`config.mk`:
```
export PLATFORM = sky130hd
export DESIGN_NAME = drbg_keystream_pingpong
export DESIGN_NICKNAME = d
export VERILOG_FILES = /design/src/rtl/drbg_keystream_pingpong.sv
export SDC_FILE = /design/constraint.sdc
export NUM_CORES = 1
export LEC_CHECK = 0
export CORE_MARGIN = 2
export CORE_UTILIZATION = 25
export CTS_CLUSTER_SIZE = 8
export DETAILED_ROUTE_END_ITERATION = 16
export MAX_ROUTING_LAYER = met4
export PLACE_DENSITY = 0.5
export SYNTH_ARGS = -nofsm -noshare
export SYNTH_HDL_FRONTEND = slang
export SYNTH_SLANG_ARGS = --single-unit
```
`constraint.sdc`:
```
create_clock -name clk -period 44.1 [get_ports clk]
set_clock_uncertainty 0.2 [all_clocks]
set_input_delay 8.82 -clock clk [delete_from_list [all_inputs] [get_ports clk]]
set_output_delay 8.82 -clock clk [all_outputs]
set_load 0.01 [all_outputs]
```
`src/rtl/drbg_keystream_pingpong.sv`:
```
// DRBG keystream buffer with N-bank ping-pong storage.
// Wide DRBG blocks are captured into empty banks while the other banks are
// drained one DATA_WIDTH_OUT word per H rising edge during active video.
// A V rising edge flushes every bank and restarts keystream alignment.
module drbg_keystream_pingpong #(
  parameter int DATA_WIDTH_IN    = 256,
  parameter int DATA_WIDTH_OUT   = 8,
  parameter int NUM_BANKS        = 2,
  parameter int BUSY_IDLE_CYCLES = 8,
  parameter int CNT_WIDTH        = 16
) (
  input  logic                      clk,
  input  logic                      reset_n,
  input  logic                      H,
  input  logic                      V,
  input  logic [DATA_WIDTH_IN-1:0]  data_in,
  input  logic                      data_in_valid,
  input  logic                      generator_busy,
  output logic                      need_next,
  output logic [DATA_WIDTH_OUT-1:0] data_out,
  output logic                      data_out_valid,
  output logic                      underrun,
  output logic [CNT_WIDTH-1:0]      underrun_count
);

  localparam int WORDS = DATA_WIDTH_IN / DATA_WIDTH_OUT;
  localparam int RAW   = (WORDS > 1) ? $clog2(WORDS) : 1;
  localparam int BKW   = $clog2(NUM_BANKS);
  localparam int ICW   = $clog2(BUSY_IDLE_CYCLES + 1);

  typedef enum logic [1:0] {IDLE, SETTLE, WAIT} fill_state_t;

  fill_state_t state, state_nxt;

  logic [NUM_BANKS-1:0][DATA_WIDTH_IN-1:0] bank;
  logic [NUM_BANKS-1:0]                    full;
  logic [BKW-1:0]                          wb, rb;
  logic [RAW-1:0]                          ra;
  logic [ICW-1:0]                          idle_cnt;
  logic                                    prev_h, prev_v;
  logic                                    h_rise, v_rise, rd_act;
  logic                                    req, fill;
  logic [BKW-1:0]                          fill_idx;
  logic [WORDS-1:0][DATA_WIDTH_OUT-1:0]    rd_words;

  assign h_rise   = H & ~prev_h;
  assign v_rise   = V & ~prev_v;
  assign rd_act   = h_rise & ~V;
  // A block arriving on the flush cycle becomes the first block of the new frame.
  assign fill_idx = v_rise ? '0 : wb;
  assign rd_words = bank[rb];

  // Fill FSM state register
  always_ff @(posedge clk) begin
    if (!reset_n) state <= IDLE;
    else          state <= state_nxt;
  end

  // Fill FSM next state; a pending request in WAIT survives a frame restart
  always_comb begin
    state_nxt = state;
    unique case (state)
      IDLE:    if (!v_rise && !full[wb]) state_nxt = SETTLE;
      SETTLE:  if (v_rise)               state_nxt = IDLE;
               else if (req)             state_nxt = WAIT;
      WAIT:    if (data_in_valid)        state_nxt = IDLE;
      default:                           state_nxt = IDLE;
    endcase
  end

  // Fill FSM outputs: request once the generator has been quiet long enough
  always_comb begin
    req  = (state == SETTLE) && !v_rise && !generator_busy &&
           (idle_cnt == ICW'(BUSY_IDLE_CYCLES - 1));
    fill = (state == WAIT) && data_in_valid;
  end

  // Consecutive busy-low counter used while settling
  always_ff @(posedge clk) begin
    if (!reset_n || state != SETTLE || generator_busy) idle_cnt <= '0;
    else if (!req)                                   idle_cnt <= idle_cnt + 1'b1;
  end

  // Bank payload storage; validity lives in full[], so no reset is needed here
  always_ff @(posedge clk) begin
    if (reset_n && fill) bank[fill_idx] <= data_in;
  end

  // Sync edge registers, bank bookkeeping, read path and status outputs
  always_ff @(posedge clk) begin
    if (!reset_n) begin
      prev_h         <= 1'b0;
      prev_v         <= 1'b0;
      full           <= '0;
      wb             <= '0;
      rb             <= '0;
      ra             <= '0;
      need_next      <= 1'b0;
      data_out       <= '0;
      data_out_valid <= 1'b0;
      underrun       <= 1'b0;
      underrun_count <= '0;
    end else begin
      prev_h         <= H;
      prev_v         <= V;
      need_next      <= req;
      data_out_valid <= 1'b0;
      underrun       <= 1'b0;
      if (v_rise) begin
        full <= '0;
        rb   <= '0;
        ra   <= '0;
        if (fill) begin
          full[0] <= 1'b1;
          wb      <= BKW'(1);
        end else begin
          wb      <= '0;
        end
      end else begin
        if (fill) begin
          full[wb] <= 1'b1;
          wb       <= wb + 1'b1;
        end
        if (rd_act) begin
          if (full[rb]) begin
            data_out       <= rd_words[ra];
            data_out_valid <= 1'b1;
            if (ra == RAW'(WORDS - 1)) begin
              ra       <= '0;
              full[rb] <= 1'b0;
              rb       <= rb + 1'b1;
            end else begin
              ra <= ra + 1'b1;
            end
          end else begin
            underrun <= 1'b1;
            if (underrun_count != '1) underrun_count <= underrun_count + 1'b1;
          end
        end
      end
    end
  end

endmodule

```
# ---- After elaboration in Yosys (flattened, before gate mapping)
# Cells that the tools add are included.
dict set report word_totals {
  in_bits 262
  reg_bits 556
  out_inout_bits 27
}
dict set report op_classes {
  reduce_logical 24
  n_addsub 5
  bitwise 13
  order_cmp 7
  mux 34
  eq_ne 9
}
# op count
set ops {}
lappend ops {{two-way mux 256 bit} 3}
lappend ops {{bitwise mux 512 bit} 1}
lappend ops {{demux 256 bit (select 1 bit)} 1}
lappend ops {{binary-select mux 8 bit (select 5 bit)} 1}
lappend ops {{two-way mux 2 bit} 10}
lappend ops {{adder 16 x 1 -> 16 bit (second input constant)} 1}
lappend ops {{inequality test 16 bit (second input constant)} 1}
lappend ops {{two-way mux 1 bit} 13}
lappend ops {{logical AND 1 bit} 9}
lappend ops {{AND reduction 3 bit} 3}
lappend ops {{two-way mux 8 bit} 1}
lappend ops {{NOT 1 bit} 7}
lappend ops {{less-than comparator 1 x 2 -> 1 bit (second input constant)} 3}
lappend ops {{less-than comparator 5 x 6 -> 1 bit (second input constant)} 1}
lappend ops {{one-hot mux 2 bit (3 select lines)} 1}
lappend ops {{adder 5 x 1 -> 5 bit (second input constant)} 1}
lappend ops {{== test 5 bit (second input constant)} 1}
lappend ops {{two-way mux 5 bit} 1}
lappend ops {{adder 4 x 1 -> 4 bit (second input constant)} 1}
lappend ops {{== test 4 x 3 -> 1 bit (second input constant)} 1}
lappend ops {{zero test 1 bit} 4}
lappend ops {{inequality test 2 bit (second input constant)} 2}
lappend ops {{AND reduction 4 bit} 1}
lappend ops {{AND 1 bit} 3}
lappend ops {{other kinds (16)} 21}

# ---- Longest topological paths before layout
dict set report logic_depth {
  ltp_word 13
  mapped_depth 9
}

# ---- Least setup slack after synthesis
# OpenSTA, ideal clock, no wires.
dict set report synth_timing {
  path_kind {input to register}
  from {input V}
  to {register bank[256] (netlist name), enable pin}
  n_path_buf 0
  slack_ns 23.294
  path_stages 3
  arrival_time_ns 19.727
  path_cell_list {nand2b_1 -> nand2_1 -> nor2_1}
}
# item line_no
set synth_rtl {}
lappend synth_rtl {{start, declared} 15} ;# input logic V,
lappend synth_rtl {{end signal, assigned by index} 86} ;# if (reset_n && fill) bank[fill_idx] <= data_in;
lappend synth_rtl {{end, declared} 35} ;# logic [NUM_BANKS-1:0][DATA_WIDTH_IN-1:0] bank;

==> results.json <==
{
  "area_growth_pct": 29.3,
  "worstPathArrival_ns": 12.14,
  "ctsHoldBuffers": 0,
  "hold_path.class": "flop to flop",
  "ios": 289,
  "antenna_left": 0,
  "clkSinkCount": 556,
  "required_ns": 44.13,
  "portBuffers": 288,
  "slew_headroom_pct": 18.0,
  "fin_ws_ns": 31.98,
  "clk_latency_ns": 0.62,
  "drive_above_1_share_pct": 16.7,
  "drtPass1Iterations": 5,
  "fin_area_mm2": 0.0280,
  "num_rows": 107,
  "clock_path_buffers": 3,
  "period_needed_ns": 12.12,
  "seqCellArea_mm2": 0.0163,
  "timing.rr.start": "ra[1]",
  "worstReg2RegEnd": "data_out[4]",
  "whs_endpoint": "data_out[7]",
  "ys_seq_area_share_pct": 75.1,
  "viasPerCell": 4.48,
  "clkSlewWorstSetupHoldPaths_ns": 0.05,
  "multi_input_area_mm2": 0.00501,
  "r2r_setup_slack_ns": 40.01,
  "min_from": "data_out[7]",
  "worstMarginPinSlew_ns": 1.21,
  "setup.worst_path.end_class": "flop",
  "fillers": 8271,
  "synth_cell_type_count": 61,
  "maxSlewViolCount": 0,
  "finalHoldViolations": 0,
  "drc": 0,
  "coreArea_mm2": 0.0854,
  "antenna_found_initial": 16,
  "max_cap_viol_count": 0,
  "start_kind": "input port",
  "crit_fanout": 156,
  "cpPeakStageDelay_ns": 0.79,
  "syn_area_mm2": 0.0216,
  "grt_pass1_wl_mm": 85.5,
  "grt.total_usage_pct": 13.7,
  "routed_wl_mm": 59.8,
  "r2r_cells": 6,
  "report.final.setup_viol": 0,
  "die_area_mm2": 0.0889,
  "final_cell_mix": "edfxtp_1 (512), clkdlybuf4s50_1 (288), mux4_2 (85)",
  "die_y_um": 298,
  "crit_path_frequent_cell": "buf_4",
  "start_util_pct": 25.3,
  "p_leak_nw": 8.52,
  "syn-instance-count": 1105,
  "dpl_cell_area_mm2": 0.0257,
  "dieWidth_um": 298,
  "power_density_mw_per_mm2": 41.5,
  "ys_seq_elements": 556,
  "yosysWarnings": 0,
  "grt_max_degree": 157,
  "cts_setup_buffers": 0,
  "cts_made_buffers": 80,
  "synth_flop_cell": "edfxtp_1",
  "grt_pass1_vias": 12346,
  "root_buffer": "clkbuf_16",
  "path_class": "input port to flop",
  "cts_resized": 0,
  "fin_tns_setup_ns": 0,
  "cts_tree": "built",
  "wl_per_cell_um": 22.9,
  "nNetsFinal": 1695,
  "async_flop_share_pct": 0,
  "mostFrequentLayoutCell": "edfxtp_1",
  "ir_drop_mv": 0.0249,
  "vias": 11690,
  "synth_nets": 1371,
  "avgSynthCellArea_um2": 19.6,
  "post-place-ws_ns": 31.42,
  "timing.fmax_ghz": 0.0825,
  "drt_iter0_markers": 869,
  "status": "finished clean",
  "cpMaxStageDelayCell": "buf_4",
  "rsz0062_at_grt": "no",
  "globalplace.congestion": 0.757,
  "htree_num_levels": 3,
  "cp_cell_sequence": "clkdlybuf4s50_1 > nand2b_1 > nand2_1 > nor2_4 > buf_4 > buf_4 > buf_12",
  "hpwl_mm": 39.8,
  "period_share_pct": 27.5,
  "grt-ovfl-total": 0,
  "worstHoldPathCells": 2,
  "synth_edf_count": 512
}
-- how the worst max path moves through the flow --
stage                     slack [ns]  start         to
after global placement         31.47      V  bank[375]
final                          31.98      V  bank[295]
after global routing           31.75      V  bank[359]
after floorplan                23.29      V  bank[256]
after CTS                      32.07      V   bank[39]
after detailed placement       31.42      V  bank[375]
-- worst max-delay path: cells and delay by family --
kind | cells | cell delay [ns]
and+or+nand+nor | 3 | 0.58
buffers and inverters | 4 | 2.37
-- cell usage after synthesis, types with 9 or more instances --
| library cell | n | area, um2 |
|---|---|---|
| buf_2 | 18 | 90.1 |
| mux4_2 | 85 | 1910 |
| edfxtp_1 | 512 | 15400 |
| mux2i_1 | 69 | 691 |
| nand2_1 | 41 | 154 |
| o21ai_0 | 17 | 85.1 |
| a21oi_1 | 23 | 115 |
| dfxtp_1 | 44 | 881 |
| o22ai_1 | 9 | 56.3 |
| o221ai_1 | 27 | 236 |
| nor2b_1 | 11 | 68.8 |
| o211ai_1 | 11 | 82.6 |
| nor2_1 | 32 | 120 |
| xor2_1 | 9 | 78.8 |
| clkbuf_1 | 18 | 67.6 |
| mux2_2 | 31 | 349 |
| buf_4 | 11 | 82.6 |
-- kinds of logic (layout without fill, tap and decap cells) --
family	after synthesis	count (layout)	synth area share [%]
AO/OA/AOI/OAI	132	132	4.61
adder cells (fa/ha/maj)	4	4	0.231
flip-flops	556	556	75.1
multiplexers	192	192	14.2
other	0	13	0
buffers and inverters	63	409	1.79
XOR/XNOR	17	17	0.688
AND/OR/NAND/NOR	141	141	3.39
-- layer usage --
layer  up-vias  part of all wire, %  global-route usage, %
met5         -                    0                      -
met4         0                  2.5                   4.31
met3        93                  7.1                   4.06
met2       367                   47                   21.2
met1      6007                   43                   17.2
li1       5223                    -                      -
-- cell type report --
type	instances	area share, %
Antenna cell	13	0.116
Multi-Input combinational cell	486	17.9
Clock buffer	95	7.36
Timing Repair Buffer	301	10.7
Tap cell	1144	5.12
Sequential cell	556	58.2
Inverter	4	0.0537
Clock inverter	9	0.523
-- flip-flops by register name, summed over array words and instances (netlist names), 2 cells and up --
signal          flops
bank              512
data_out            8
full                2
idle_cnt            4
ra                  5
state               2
underrun_count     16
-- per-stage QoR --
step                      std cells  power, mW  hold slack (ns)  utilization (%)
after floorplan                1105      0.588            0.266                -
after global placement         2491      0.618            0.281             30.1
after detailed placement       2491      0.619            0.277             30.1
after CTS                      2595       1.18            0.302             32.7
after global routing           2607       1.20            0.335             32.7
final                          2608       1.16            0.301             32.7
-- report_power, final --
part	switching (mW)	internal (mW)	total (mW)
logic	0.0110	0.0212	0.0321
clock network	0.224	0.328	0.552
registers	0.000285	0.576	0.576
(Power assumes the default switching activity.)
